File: config.mk
export PLATFORM = sky130hd
export DESIGN_NAME = sync_fifo_param
export DESIGN_NICKNAME = d
export VERILOG_FILES = /design/src/rtl/sync_fifo_pkg.sv /design/src/rtl/sync_fifo_ram.sv /design/src/rtl/sync_fifo_param.sv
export SDC_FILE = /design/constraint.sdc
export NUM_CORES = 1
export LEC_CHECK = 0
export CAP_MARGIN = 20
export CORE_AREA = 2 2 104 126
export CTS_CLUSTER_SIZE = 16
export DETAILED_ROUTE_END_ITERATION = 16
export DIE_AREA = 0 0 106 128
export PLACE_DENSITY = 0.78
export SLEW_MARGIN = 25
export SYNTH_ARGS = -nofsm -noshare
export SYNTH_HDL_FRONTEND = slang
export SYNTH_SLANG_ARGS = --single-unit
File: constraint.sdc
create_clock -name clk -period 2.6 [get_ports clk]
set_input_delay 0.26 -clock clk [delete_from_list [all_inputs] [get_ports clk]]
set_output_delay 0.26 -clock clk [all_outputs]
set_load 0.005 [all_outputs]
File: src/rtl/sync_fifo_pkg.sv
// Shared constants and helpers for the parametrised sync FIFO.
// Pointer-width function, default geometry, elaboration-time checks.
package sync_fifo_pkg;

  localparam int DEF_DATA_WIDTH = 8;
  localparam int DEF_DEPTH      = 16;

  function automatic int ptr_w(input int depth);
    return (depth > 1) ? $clog2(depth) : 1;
  endfunction

  function automatic bit is_pow2(input int v);
    return (v >= 2) && ((v & (v - 1)) == 0);
  endfunction

  function automatic bit thresh_ok(
    input int depth,
    input int af,
    input int ae
  );
    return (af >= 1) && (af <= depth) &&
           (ae >= 0) && (ae <= depth - 1);
  endfunction

endpackage

File: src/rtl/sync_fifo_ram.sv
// Storage array: one write port, one registered read port.
// Ports: we/waddr/wdata write; re/raddr read into rdata; clr zeroes rdata.
module sync_fifo_ram
  import sync_fifo_pkg::*;
#(
  parameter int DW    = DEF_DATA_WIDTH,
  parameter int DEPTH = DEF_DEPTH,
  parameter int AW    = ptr_w(DEPTH)
) (
  input  logic          clk,
  input  logic          clr,
  input  logic          we,
  input  logic [AW-1:0] waddr,
  input  logic [DW-1:0] wdata,
  input  logic          re,
  input  logic [AW-1:0] raddr,
  output logic [DW-1:0] rdata
);

  logic [DW-1:0] mem [DEPTH];
  logic [DW-1:0] rdata_d, rdata_q;

  // Same-address read/write returns the old word.
  always_comb begin
    rdata_d = rdata_q;
    if (clr)     rdata_d = '0;
    else if (re) rdata_d = mem[raddr];
  end

  always_ff @(posedge clk) begin
    if (we) mem[waddr] <= wdata;
    rdata_q <= rdata_d;
  end

  assign rdata = rdata_q;

endmodule

File: src/rtl/sync_fifo_param.sv
// Parametrised single-clock FIFO with almost flags and optional sticky errors.
// Ports: clk, rst_n (sync, low), wr_en/data_in, rd_en/data_out, fifo_counter,
// fifo_full/empty, almost_full/empty, overflow/underflow, err_clr.
// Macro SYNC_FIFO_ERR_FLAGS_EN enables overflow/underflow; else tied to 0.
module sync_fifo_param
  import sync_fifo_pkg::*;
#(
  parameter int DATA_WIDTH = DEF_DATA_WIDTH,
  parameter int DEPTH      = DEF_DEPTH,
  parameter int AF_THRESH  = DEPTH - 2,
  parameter int AE_THRESH  = 2
) (
  input  logic                     clk,
  input  logic                     rst_n,
  input  logic                     wr_en,
  input  logic [DATA_WIDTH-1:0]    data_in,
  input  logic                     rd_en,
  output logic [DATA_WIDTH-1:0]    data_out,
  output logic [$clog2(DEPTH):0]   fifo_counter,
  output logic                     fifo_full,
  output logic                     fifo_empty,
  output logic                     almost_full,
  output logic                     almost_empty,
  output logic                     overflow,
  output logic                     underflow,
  input  logic                     err_clr
);

  localparam int PW = ptr_w(DEPTH);
  localparam int CW = $clog2(DEPTH) + 1;

  localparam logic [CW-1:0] FULL_C = CW'(DEPTH);
  localparam logic [CW-1:0] AF_C   = CW'(AF_THRESH);
  localparam logic [CW-1:0] AE_C   = CW'(AE_THRESH);

`ifdef SYNC_FIFO_ERR_FLAGS_EN
  localparam bit ERR_EN = 1'b1;
`else
  localparam bit ERR_EN = 1'b0;
`endif

  if (!is_pow2(DEPTH)) begin : g_bad_depth
    $error("sync_fifo_param: DEPTH must be a power of two >= 2");
  end
  if (!thresh_ok(DEPTH, AF_THRESH, AE_THRESH)) begin : g_bad_thr
    $error("sync_fifo_param: threshold out of range");
  end

  logic [PW-1:0] wr_ptr_d, wr_ptr_q;
  logic [PW-1:0] rd_ptr_d, rd_ptr_q;
  logic [CW-1:0] cnt_d, cnt_q;
  logic          full_d, full_q;
  logic          empty_d, empty_q;
  logic          af_d, af_q;
  logic          ae_d, ae_q;
  logic          ovf_d, ovf_q;
  logic          unf_d, unf_q;
  logic          rd_acc, wr_acc;

  assign rd_acc = rd_en & ~empty_q;
  // Full FIFO still takes a write when the read frees a slot this cycle.
  assign wr_acc = wr_en & (~full_q | rd_en);

  always_comb begin
    wr_ptr_d = wr_ptr_q;
    rd_ptr_d = rd_ptr_q;
    cnt_d    = cnt_q;
    ovf_d    = ovf_q;
    unf_d    = unf_q;
    if (!rst_n) begin
      wr_ptr_d = '0;
      rd_ptr_d = '0;
      cnt_d    = '0;
      ovf_d    = 1'b0;
      unf_d    = 1'b0;
    end else begin
      if (wr_acc) wr_ptr_d = wr_ptr_q + PW'(1);
      if (rd_acc) rd_ptr_d = rd_ptr_q + PW'(1);
      unique case ({wr_acc, rd_acc})
        2'b10:   cnt_d = cnt_q + CW'(1);
        2'b01:   cnt_d = cnt_q - CW'(1);
        default: cnt_d = cnt_q;
      endcase
      // Set beats clear when both land in one cycle.
      ovf_d = ERR_EN & ((ovf_q & ~err_clr) | (wr_en & ~wr_acc));
      unf_d = ERR_EN & ((unf_q & ~err_clr) | (rd_en & ~rd_acc));
    end
    full_d  = (cnt_d == FULL_C);
    empty_d = (cnt_d == '0);
    af_d    = (cnt_d >= AF_C);
    ae_d    = (cnt_d <= AE_C);
  end

  always_ff @(posedge clk) begin
    wr_ptr_q <= wr_ptr_d;
    rd_ptr_q <= rd_ptr_d;
    cnt_q    <= cnt_d;
    full_q   <= full_d;
    empty_q  <= empty_d;
    af_q     <= af_d;
    ae_q     <= ae_d;
    ovf_q    <= ovf_d;
    unf_q    <= unf_d;
  end

  sync_fifo_ram #(
    .DW    (DATA_WIDTH),
    .DEPTH (DEPTH),
    .AW    (PW)
  ) u_ram (
    .clk   (clk),
    .clr   (~rst_n),
    .we    (wr_acc & rst_n),
    .waddr (wr_ptr_q),
    .wdata (data_in),
    .re    (rd_acc),
    .raddr (rd_ptr_q),
    .rdata (data_out)
  );

  assign fifo_counter = cnt_q;
  assign fifo_full    = full_q;
  assign fifo_empty   = empty_q;
  assign almost_full  = af_q;
  assign almost_empty = ae_q;
  assign overflow     = ovf_q;
  assign underflow    = unf_q;

endmodule

==> impl_metrics.toml <==
[layout]
drive_above_1_share_pct = 20.0
fin_nets = 428
syn_to_final_growth_pct = 18.4
num_antenna_cells = 0
final-seq-area_um2 = 4350
stdcell_count = 584
final_common_cell = "edfxtp_1"
layout_common_cells = "128 x edfxtp_1, 30 x buf_4, 28 x clkdlybuf4s50_1"
multiInputGateArea_um2 = 1710
fill_cells = 905
final_core_util_pct = 59.5

[cts]
cts_tree = "done"
cts.path.max_buffers = 2
ctsHoldBuffers = 0
cts_sinks = 153
htreeDepth = 4
cts-buffers-inserted = 17
clk_latency_ps = 420
cts.reportedPaths.clkPinSlew_ps = 70
post_cts_resized = 0
cts-root-buf = "clkbuf_16"
post_cts_buffers = 0

[grt]
overflow = 0
antenna_found_initial = 0
grt_pass1_vias = 3460
grt_pass1_wl_um = 19300
grt_max_degree = 36
track_usage_pct = 19.8

[logic_synthesis]
async_flop_share_pct = 0
ys_seq_area_share_pct = 69.5
synthCells = 348
synth_ff_type = "edfxtp_1"
yosysWarnings = 0
ys_seq_elements = 153
syn-cell-area_um2 = 6250
avgSynthCellArea_um2 = 18.0
yosysUniqueCellTypes = 48
synth_edf_count = 128

[die]
core_area_um2 = 12400
rows = 45
start_util_pct = 50.3
die_area_um2 = 13600
pin_count = 32
die_y_um = 128
fp.dieW_um = 106

[place]
dp.cells = 552
hpwlAfterDp_um = 7650
dp_slack_ps = -64.7
io_buffers = 28
gp_congestion = 0.802

[worst_setup_path]
worstPathRequired_ps = 2920
worstSetupStartpointType = "flip-flop"
r2r_cells = 12
crit_type = "flip-flop to flip-flop"
critPathCaptureType = "flip-flop"
critPathMaxFanout = 3
cp_data_arrival_time_ps = 2590

[sta]
timing.final.max_slew_violations = 0
hold_viol = 0
skew_ps = 8.20
worst_pin_slew_ps = 707
worst_slack_ps = 331
report.final.setup_viol = 0
min_period_over_period_pct = 87.3
fin_crit_ps = 2270
timing.fmax_mhz = 441
max-slew-margin-rel_pct = 52.7
rsz0062_at_grt = "no"
hold_slack_ps = 455

[power]
switchingPower_mw = 1.48
pwr-share-clk_pct = 39.4
swShare_pct = 23.9
p_per_area_nw_per_um2 = 835
intPower_mw = 4.70
p_leak_nw = 2.51
pwr-share-seq_pct = 46.0
power_frac_comb_pct = 14.6
finalPower_mw = 6.18
ir_drop_uv = 398

[run_status]
status = "finished, final reports clean"

[min_path]
hold_depth = 2
hp-class = "flip-flop to flip-flop"

[route]
wire_per_inst_um = 20.8
drt_iter0_drc = 312
drt-total-wl_um = 12200
ant_nets = 0
dr.pass1.iters = 5
viasPerCell = 5.64
drc = 0
vias = 3293

[job]
drv_cap = 0
state kept, by name, summed over array words and instances (netlist names):
signal	count
rd_ptr_q	4
almost_empty	1
almost_full	1
wr_ptr_q	4
u_ram.rdata	8
fifo_empty	1
fifo_counter	5
u_ram.mem	128
fifo_full	1
final timing paths:
path	start	to	slack [ps]
max	fifo_full$_DFF_P_	almost_empty$_DFF_P_	330
min	u_ram.rdata[0]$_SDFFE_PN0P_	u_ram.rdata[0]$_SDFFE_PN0P_	460
max reg2reg	fifo_full$_DFF_P_	almost_empty$_DFF_P_	330
min reg2reg	u_ram.rdata[0]$_SDFFE_PN0P_	u_ram.rdata[0]$_SDFFE_PN0P_	460
metal layers:
metal | GRT usage (%) | vias to the layer above | wire length (µm) | share of wire (%)
li1 | - | 1489 | - | -
met4 | 8.13 | 0 | 312 | 2.6
met3 | 5.13 | 20 | 720 | 5.9
met2 | 34.6 | 108 | 6500 | 53
met5 | 0 | - | 0 | 0
met1 | 23.5 | 1676 | 4630 | 38
Yosys cell counts (3+ instances only):
cell      count  share of area, %
edfxtp_1    128                61
dfxtp_1      25               8.0
nand2_1      21               1.3
mux4_1       19               8.0
nor2_1       18               1.1
a22oi_1      16               1.9
mux4_2       13               4.7
a21o_1        9               1.1
o21ai_1       9              0.72
and2_1        8              0.80
ha_1          8               1.6
xnor2_1       7              0.98
buf_4         5              0.60
buf_6         5              0.90
nor2b_1       5              0.50
inv_1         4              0.24
mux2i_1       4              0.64
xor2_1        4              0.56
buf_2         3              0.24
nor3b_1       3              0.36
area by class of cell:
cell class              instances  area share [%]
inverters                       5           0.253
repair buffers                 59            7.09
multi-input cells             171            23.0
flip-flops and latches        153            58.7
well taps                     164            2.77
clock inverters                13            1.77
clock buffers                  19            6.42
worst max-delay path: stages (launching register included):
cell and delay, ps:
dfxtp_1 320, inv_1 60, o21a_1 120, inv_1 50, ha_1 200, xor2_1 170, ha_1 220, nor3b_1 150
o32ai_1 310, xor2_1 100, nand2_1 110, inv_2 50, a2111oi_2 320
power groups by stage:
stage / registers [mW] / logic [mW] / clock network, mW
3_5_place_dp: 2.90 / 0.901 / 0
6_report: 2.85 / 0.904 / 2.44
5_1_grt: 2.86 / 0.978 / 2.58
2_1_floorplan: 2.84 / 0.641 / 0
3_3_place_gp: 2.89 / 0.872 / 0
4_1_cts: 2.85 / 0.911 / 2.47
cells by family (layout without fill, tap and decap cells):
logic type | after synthesis | in the layout | synth area share [%]
buffers and inverters | 25 | 96 | 3.34
multiplexers | 36 | 36 | 13.3
other | 1 | 2 | 0.0600
flip-flops | 153 | 153 | 69.5
adder cells (fa/ha/maj) | 8 | 8 | 1.60
XOR/XNOR | 11 | 11 | 1.54
AND/OR/NAND/NOR | 69 | 69 | 5.52
AO/OA/AOI/OAI | 45 | 45 | 5.18
per-stage QoR:
stage               TNS, ps  instance area [µm²]
CTS                       0                 7410
global route              0                 7410
finish                    0                 7410
floorplan                 0                 6260
detailed placement     -101                 6800
global placement      -34.4                 6800
(Power assumes the default switching activity.)
